File: src/rtl/bmi_bitscan_seq_pkg.sv
// Shared definitions for the bit-manipulation ALU PEXT/PDEP sequencer.
package bmi_bitscan_seq_pkg;

  localparam logic OP_PEXT = 1'b0;
  localparam logic OP_PDEP = 1'b1;

  // Destination index width carried in a tag; matches the 16:1 mux select width.
  localparam int TAG_SEL_W = 4;

  typedef enum logic [1:0] {
    IDLE  = 2'd0,
    SCAN  = 2'd1,
    DRAIN = 2'd2,
    DONE  = 2'd3
  } state_e;

  // A tag follows each mux request down the mux pipeline. It says whether the
  // returning bit must be stored and at which result position.
  typedef struct packed {
    logic                 valid;
    logic [TAG_SEL_W-1:0] dest;
  } tag_t;

endpackage

File: src/rtl/bmi_tag_pipe.sv
// Tag delay line that keeps write-back tags aligned with the bit mux latency.
module bmi_tag_pipe #(
  parameter int MUX_LAT = 2,
  parameter int TAG_W   = 5
) (
  input  logic             clk,
  input  logic             rst_n,
  input  logic [TAG_W-1:0] i_tag,
  output logic [TAG_W-1:0] o_tag
);

  generate
    if (MUX_LAT == 0) begin : g_bypass
      // Combinational mux: the tag is consumed in the cycle it is issued.
      assign o_tag = i_tag;
    end else begin : g_pipe
      logic [TAG_W-1:0] r_stage [MUX_LAT];

      // Shift one stage per cycle; the mux pipeline never stalls.
      always_ff @(posedge clk or negedge rst_n) begin
        if (!rst_n) begin
          for (int j = 0; j < MUX_LAT; j++) r_stage[j] <= '0;
        end else begin
          r_stage[0] <= i_tag;
          for (int j = 1; j < MUX_LAT; j++) r_stage[j] <= r_stage[j-1];
        end
      end

      assign o_tag = r_stage[MUX_LAT-1];
    end
  endgenerate

endmodule

File: src/rtl/bmi_bitscan_seq.sv
// PEXT/PDEP sequencer: walks the mask one bit per cycle, drives the external
// 16:1 bit mux and packs the returning bits into the result word.
module bmi_bitscan_seq
  import bmi_bitscan_seq_pkg::*;
#(
  parameter int DATA_WIDTH = 16,
  parameter int SEL_WIDTH  = 4,
  parameter int MUX_LAT    = 2
) (
  input  logic                  clk,
  input  logic                  rst_n,
  input  logic                  in_valid,
  output logic                  in_ready,
  input  logic                  in_op,
  input  logic [DATA_WIDTH-1:0] in_src,
  input  logic [DATA_WIDTH-1:0] in_mask,
  output logic [DATA_WIDTH-1:0] mux_data,
  output logic [SEL_WIDTH-1:0]  mux_sel,
  input  logic                  mux_bit,
  output logic                  out_valid,
  input  logic                  out_ready,
  output logic [DATA_WIDTH-1:0] out_result,
  output logic [SEL_WIDTH:0]    out_cnt
);

  localparam int DRAIN_W = (MUX_LAT < 2) ? 1 : $clog2(MUX_LAT + 1);
  localparam logic [DRAIN_W-1:0]   DRAIN_LAST = DRAIN_W'((MUX_LAT > 0) ? MUX_LAT - 1 : 0);
  localparam logic [SEL_WIDTH-1:0] LAST_IDX   = SEL_WIDTH'(DATA_WIDTH - 1);

  state_e                r_state;
  state_e                w_state_nxt;
  logic                  r_op;
  logic [DATA_WIDTH-1:0] r_src;
  logic [DATA_WIDTH-1:0] r_mask;
  logic [DATA_WIDTH-1:0] r_result;
  logic [SEL_WIDTH-1:0]  r_idx;
  logic [SEL_WIDTH:0]    r_k;
  logic [SEL_WIDTH-1:0]  r_sel_hold;
  logic [DRAIN_W-1:0]    r_drain;
  logic                  w_accept;
  logic [SEL_WIDTH-1:0]  w_sel;
  tag_t                  w_tag_in;
  tag_t                  w_tag_out;

  assign w_accept = in_valid && (r_state == IDLE);

  // PEXT reads source bit i; PDEP reads the next unconsumed source bit k.
  assign w_sel = (r_op == OP_PEXT) ? r_idx : r_k[SEL_WIDTH-1:0];

  assign w_tag_in.valid = (r_state == SCAN) && r_mask[r_idx];
  assign w_tag_in.dest  = (r_op == OP_PEXT) ? r_k[SEL_WIDTH-1:0] : r_idx;

  bmi_tag_pipe #(
    .MUX_LAT (MUX_LAT),
    .TAG_W   ($bits(tag_t))
  ) u_tag_pipe (
    .clk   (clk),
    .rst_n (rst_n),
    .i_tag (w_tag_in),
    .o_tag (w_tag_out)
  );

  // State register.
  always_ff @(posedge clk or negedge rst_n) begin
    if (!rst_n) r_state <= IDLE;
    else        r_state <= w_state_nxt;
  end

  // Next-state: fixed-length scan, optional drain for in-flight mux bits.
  always_comb begin
    w_state_nxt = r_state;
    case (r_state)
      IDLE:    if (in_valid) w_state_nxt = SCAN;
      SCAN:    if (r_idx == LAST_IDX) w_state_nxt = (MUX_LAT == 0) ? DONE : DRAIN;
      DRAIN:   if (r_drain == DRAIN_LAST) w_state_nxt = DONE;
      DONE:    if (out_ready) w_state_nxt = IDLE;
      default: w_state_nxt = IDLE;
    endcase
  end

  // Handshake outputs decoded from the state.
  always_comb begin
    in_ready  = (r_state == IDLE);
    out_valid = (r_state == DONE);
  end

  // Operand capture, scan counters and bit write-back from returning tags.
  always_ff @(posedge clk or negedge rst_n) begin
    if (!rst_n) begin
      r_op       <= OP_PEXT;
      r_src      <= '0;
      r_mask     <= '0;
      r_result   <= '0;
      r_idx      <= '0;
      r_k        <= '0;
      r_sel_hold <= '0;
      r_drain    <= '0;
    end else begin
      if (w_accept) begin
        r_op     <= in_op;
        r_src    <= in_src;
        r_mask   <= in_mask;
        r_result <= '0;
        r_idx    <= '0;
        r_k      <= '0;
      end else begin
        if (r_state == SCAN) begin
          r_idx      <= r_idx + 1'b1;
          r_sel_hold <= w_sel;
          if (w_tag_in.valid) r_k <= r_k + 1'b1;
        end
        if (w_tag_out.valid) r_result[w_tag_out.dest] <= mux_bit;
      end
      r_drain <= (r_state == DRAIN) ? r_drain + 1'b1 : '0;
    end
  end

  assign mux_data   = r_src;
  assign mux_sel    = (r_state == SCAN) ? w_sel : r_sel_hold;
  assign out_result = r_result;
  assign out_cnt    = r_k;

endmodule

File: config.mk
export PLATFORM = sky130hd
export DESIGN_NAME = bmi_bitscan_seq
export DESIGN_NICKNAME = d
export VERILOG_FILES = /design/src/rtl/bmi_bitscan_seq_pkg.sv /design/src/rtl/bmi_tag_pipe.sv /design/src/rtl/bmi_bitscan_seq.sv
export SDC_FILE = /design/constraint.sdc
export NUM_CORES = 1
export LEC_CHECK = 0
export ABC_AREA = 1
export BUFFER_PORTS_ARGS = -buffer_cell sky130_fd_sc_hd__clkbuf_2
export CORE_ASPECT_RATIO = 1.2
export CORE_MARGIN = 2
export CORE_UTILIZATION = 35
export CTS_CLUSTER_DIAMETER = 30
export DETAILED_ROUTE_END_ITERATION = 6
export GPL_TIMING_DRIVEN = 0
export MAX_ROUTING_LAYER = met4
export PLACE_DENSITY = 0.55
export SYNTH_ARGS = -nofsm -noshare
export SYNTH_HDL_FRONTEND = slang
export SYNTH_SLANG_ARGS = --single-unit
File: constraint.sdc
create_clock -name clk -period 2.9 [get_ports clk]
set_input_delay 0.145 -clock clk [delete_from_list [all_inputs] [get_ports clk]]
set_output_delay 0.145 -clock clk [all_outputs]
set_load 0.01 [all_outputs]
== Word level (Yosys, flattened, before mapping) ==
Cells that the tools add are included.
Storage, ports and cells
  input port bits: 38
  output and inout port bits: 43
  word-level logic and storage cells: 56
  bits in registers: 76
Cells by class
  equality and inequality tests: 9
  reduce and logical (&&, ||, !) cells: 9
  add/subtract/negate cells: 3
  magnitude comparators: 3
  mux-type cells: 21
Operators by type and width (count)
  16-bit two-way mux: 2
  4-bit two-way mux: 5
  16-bit bitwise mux: 1
  5-bit two-way mux: 3
  4-bit by 5-bit < comparator with 1-bit output (second input constant): 2
  2-bit two-way mux: 5
  2-bit case mux with 4 select lines: 1
  2-bit != test (second input constant): 3
  2-bit nonzero test: 3
  5-bit by 1-bit adder with 5-bit output (second input constant): 1
  4-bit by 1-bit adder with 4-bit output (second input constant): 1
  1-bit binary-select mux with 4-bit select: 1
  1-bit demux with 4-bit select: 1
  2-bit by 1-bit == test with 1-bit output (second input constant): 2
  2-bit == test (second input constant): 2
  4-bit == test (second input constant): 1
  4-bit by 1-bit >= comparator with 1-bit output (second input constant): 1
  4-bit AND reduction: 1
  1-bit logical AND: 3
  2-bit by 1-bit adder with 2-bit output (second input constant): 1
  2-bit logical NOT: 1
  1-bit two-way mux: 2
  2-bit by 1-bit != test with 1-bit output (second input constant): 1
  2-bit AND reduction: 1

== Longest topological paths before layout ==
  depth in word-level cells: 7
  gate-level depth with buffers: 10
  gate-level depth less buffers: 9

== Cells and area by module ==
From an unflattened synthesis, not the netlist that was laid out.
Second synthesis, totals
  cells, all modules: 423
  area total of the unflattened synthesis: 3513.4 um2
Modules (own cells, without submodules)
  bmi_bitscan_seq: sequential area each 1651.6 um2, cells each 408, times used 1, area each 3225.6 um2
  bmi_tag_pipe: sequential area each 250.2 um2, cells each 15, times used 1, area each 287.8 um2

== Least setup slack after synthesis ==
OpenSTA, ideal clock, no wires.
  path kind: register -> register
  start point: register r_state[0]
  end point: register r_mask[14]
  cell stages (with the launch flop): 8
  arrival: 1370 ps
  buffers on the path: 2
  required time: 2774 ps
  path slack: 1404 ps
  clock period less this slack: 1496 ps
  library setup time: 126 ps
  cells stage by stage: dfrtp_1 -> inv_1 -> ha_1 -> nand2_1 -> inv_1 -> buf_2 -> buf_2 -> o21ai_0
On the way
  word-level cells in the longest chain between the ends: 2
Ends and longest elaborated chain
  from (decl): line bmi_bitscan_seq.sv:30  | state_e r_state;
  from (signal assigned): line bmi_bitscan_seq.sv:66  | else r_state <= w_state_nxt;
  2-bit logical NOT
  via in_ready: line bmi_bitscan_seq.sv:13  | output logic in_ready,
  1-bit logical AND: line bmi_bitscan_seq.sv:45  | assign w_accept = in_valid && (r_state == IDLE);
  to (signal assigned): line bmi_bitscan_seq.sv:102  | r_mask <= in_mask;
  to (decl): line bmi_bitscan_seq.sv:34  | logic [DATA_WIDTH-1:0] r_mask;
The timed path passes the listed nets, and every way through them passes these cells.
A chain may end at the register's enable or synchronous reset.

== Final worst setup path ==
  start point: register r_state[1]
  end point: output mux_sel[0]
On the way
  word-level cells in the longest chain between the ends: 2
Ends and longest elaborated chain
  2-bit by 1-bit == test with 1-bit output: line bmi_bitscan_seq.sv:119  | assign mux_sel = (r_state == SCAN) ? w_sel : r_sel_hold;
  4-bit two-way mux: line bmi_bitscan_seq.sv:119
  to (decl): line bmi_bitscan_seq.sv:18  | output logic [SEL_WIDTH-1:0] mux_sel,
No other way between the ends.

==> flow_metrics.py <==
metrics = {
    "outcome": {
        "status": "finished clean",
    },
    "routing": {
        "drtPass1Iterations": 5,
        "first_iter_violations": 104,
        "wl_um": 7760,
        "wl_per_cell_um": 12.1,
        "post_drt_via_cell_ratio": 4.53,
        "final_antenna_net_count": 0,
        "drc": 0,
        "vias": 2898,
    },
    "pwr": {
        "power.density_nw_per_um2": 1060,
        "p_leak_nw": 2.55,
        "ir_drop_uv": 362,
    },
    "clock_tree": {
        "clkSlewWorstSetupHoldPaths_ps": 60,
        "hold_buffers": 1,
        "cts_tree": "done",
        "clock_latency_ps": 330,
        "numCtsBuffers": 9,
        "h-tree-depth": 3,
        "cts.sinks": 76,
        "post_cts_buffers": 0,
        "ctsResizeCount": 0,
        "cts_buffer_depth": 2,
        "root_buffer": "clkbuf_16",
    },
    "synthesis": {
        "yosysSeqAreaShare": 0.546,
        "syn_nets": 464,
        "postSynthCellCount": 419,
        "syn_area_sq_um": 3480,
        "ys_seq_elements": 76,
        "synth_area_per_cell_sq_um": 8.32,
        "ys_types": 25,
        "yosys_warnings": 0,
    },
    "global_routing": {
        "track_usage": 0.159,
        "grt_use_met3": 0.0253,
        "grt_max_degree": 54,
        "met2_usage": 0.254,
        "grt-busiest-layer": "met2",
        "antenna_found_initial": 0,
        "grt_pass1_vias": 2829,
        "grt-ovfl-total": 0,
        "use_met1": 0.199,
        "grt_pass1_wl_um": 13000,
    },
    "placement": {
        "dp_slack_ps": 1070,
        "port_buffers": 80,
        "routabilityCongestion": 0.848,
        "dp.final_hpwl_um": 5610,
    },
    "setup_path": {
        "path_class": "flip-flop to primary output",
        "cp.required_ps": 2760,
        "rr_endpoint": "r_mask[14]",
        "cp_num_cells": 7,
        "r2r-start": "r_state[0]",
        "crit_buf_inv": 3,
        "start_kind": "flip-flop",
        "crit_fanout": 10,
        "crit_end": "mux_sel[0]",
        "path_cells": "inv_1 -> ha_1 -> clkbuf_8 -> o21ai_0 -> a21oi_1 -> a21oi_1 -> clkbuf_2",
        "cp.arrival_ps": 1720,
        "crit_path_max_incr_delay_ps": 400,
        "cp_common_cell": "a21oi_1",
        "critPathTopFamily": "buffers and inverters",
        "r2r_slack_ps": 1110,
        "slowest_stage": "dfrtp_1",
        "setup.worst_path.start": "r_state[1]",
        "critical_path.endpoint_type": "primary output",
        "ff2ff_path_depth": 7,
    },
    "sta": {
        "final_hold_viol_count": 0,
        "timing.setup.tns_ps": 0,
        "clock_skew_ps": 3.82,
        "post-route-period-util": 0.642,
        "layout_setup_ws_ps": 1040,
        "worst_slew_pin_slew_ps": 482,
        "rsz0062_at_grt": "no",
        "max_freq_mhz": 537,
        "holdWs_ps": 10.6,
        "finalMaxSlewViolations": 0,
        "setup_viol_count_final": 0,
        "period_needed_ps": 1860,
        "relSlewSlack": 0.679,
    },
    "layout": {
        "diodes": 0,
        "layout_common_cells": "nand2_1 (140), clkbuf_2 (81), dfrtp_1 (76)",
        "nets": 557,
        "syn_to_final_growth_pct": 27.5,
        "final_common_cell": "nand2_1",
        "drive_above_1_share": 0.228,
    },
    "die": {
        "dieArea_sq_um": 10800,
        "initial_core_util": 0.362,
        "die_y_um": 113,
        "core_sq_um": 9610,
        "io_pins": 81,
        "row_count": 39,
        "die_x_um": 95.1,
    },
    "job": {
        "maxCapViolCount": 0,
    },
    "worst_hold_path": {
        "hp-class": "input port to flip-flop",
        "hold_depth": 3,
    },
}
## worst register-to-register path, stage by stage (launching register included)
cell     delay [ps]
dfrtp_1         420
inv_1           100
ha_1            210
nand2_1         130
inv_1           210
buf_2           250
buf_2           240
o21ai_0         110
## cells in the mapped netlist
| library cell | count | area share |
|---|---|---|
| a21oi_1 | 15 | 0.022 |
| clkbuf_8 | 1 | 0.0039 |
| o22ai_1 | 1 | 0.0018 |
| nor3_4 | 1 | 0.0047 |
| nand3_1 | 25 | 0.036 |
| nor3_2 | 1 | 0.0029 |
| buf_2 | 6 | 0.0086 |
| clkbuf_2 | 2 | 0.0029 |
| ha_1 | 7 | 0.025 |
| inv_2 | 2 | 0.0022 |
| nand2_4 | 2 | 0.0065 |
| nand2_1 | 140 | 0.15 |
| nor2_2 | 2 | 0.0036 |
| dfrtp_1 | 76 | 0.55 |
| inv_1 | 55 | 0.059 |
| xor2_1 | 3 | 0.0075 |
| buf_6 | 1 | 0.0032 |
| o21ai_0 | 41 | 0.059 |
| nand3_2 | 4 | 0.011 |
| nor3_1 | 4 | 0.0057 |
| clkbuf_1 | 6 | 0.0065 |
| nand4_1 | 5 | 0.0090 |
| o21ai_1 | 3 | 0.0043 |
| nor2_1 | 15 | 0.016 |
| nor4_1 | 1 | 0.0018 |
## final cells by class
cell class,count,area [sq um]
Fill cell,975,5170
Timing Repair Buffer,82,440
Tap cell,123,154
Multi-Input combinational cell,270,1280
Clock buffer,10,229
Sequential cell,76,1900
Clock inverter,6,136
Inverter,57,214
Buffer,16,87.6
## worst min path at each step
| stage | from | to | slack [ps] |
|---|---|---|---|
| after CTS | in_src[2] | mux_data[2] | 1 |
| after detailed placement | rst_n | r_drain[1] | 120 |
| after global routing | in_src[0] | mux_data[0] | 10 |
| after floorplan | rst_n | mux_data[0] | -150 |
| final | in_mask[8] | r_mask[8] | 10 |
| after global placement | u_tag_pipe.g_pipe.r_stage[9] | u_tag_pipe.o_tag[4] | 330 |
## cells by family (layout without fill, tap and decap cells)
family | Yosys count | count (layout) | share of synthesized area
simple gates | 200 | 200 | 0.248
flops | 76 | 76 | 0.546
buf+inv | 73 | 171 | 0.0865
compound gates | 60 | 60 | 0.0865
fa+ha+maj | 7 | 7 | 0.0251
xor+xnor | 3 | 3 | 0.00754
## power breakdown
| part | total (W) | internal (W) | switching [W] |
|---|---|---|---|
| Sequential | 0.00170 | 0.00148 | 0.000225 |
| Clock | 0.00135 | 0.000929 | 0.000423 |
| Combinational | 0.00166 | 0.000609 | 0.00105 |
## metal layers
metal	part of all wire	wire length, um
met1	0.44	3450
met2	0.49	3840
met3	0.041	316
met4	0.020	155
met5	0	0
## metrics by stage
step | power, W | utilization | instance area [sq um] | instances
after floorplan | 0.00282 | - | 3480 | 419
after global placement | 0.00336 | 0.420 | 4040 | 622
after detailed placement | 0.00341 | 0.423 | 4070 | 623
after CTS | 0.00478 | 0.462 | 4440 | 640
after global routing | 0.00509 | 0.462 | 4440 | 640
final | 0.00471 | 0.462 | 4440 | 640
## state kept, by name (all words and copies together), names as in the netlist
register                   flops
mux_data                      16
out_cnt                        5
out_result                    16
r_drain                        2
r_idx                          4
r_mask                        16
r_op                           1
r_sel_hold                     4
r_state                        2
u_tag_pipe.g_pipe.r_stage      5
u_tag_pipe.o_tag               5
Note: power is estimated with default switching activity, not from simulation.
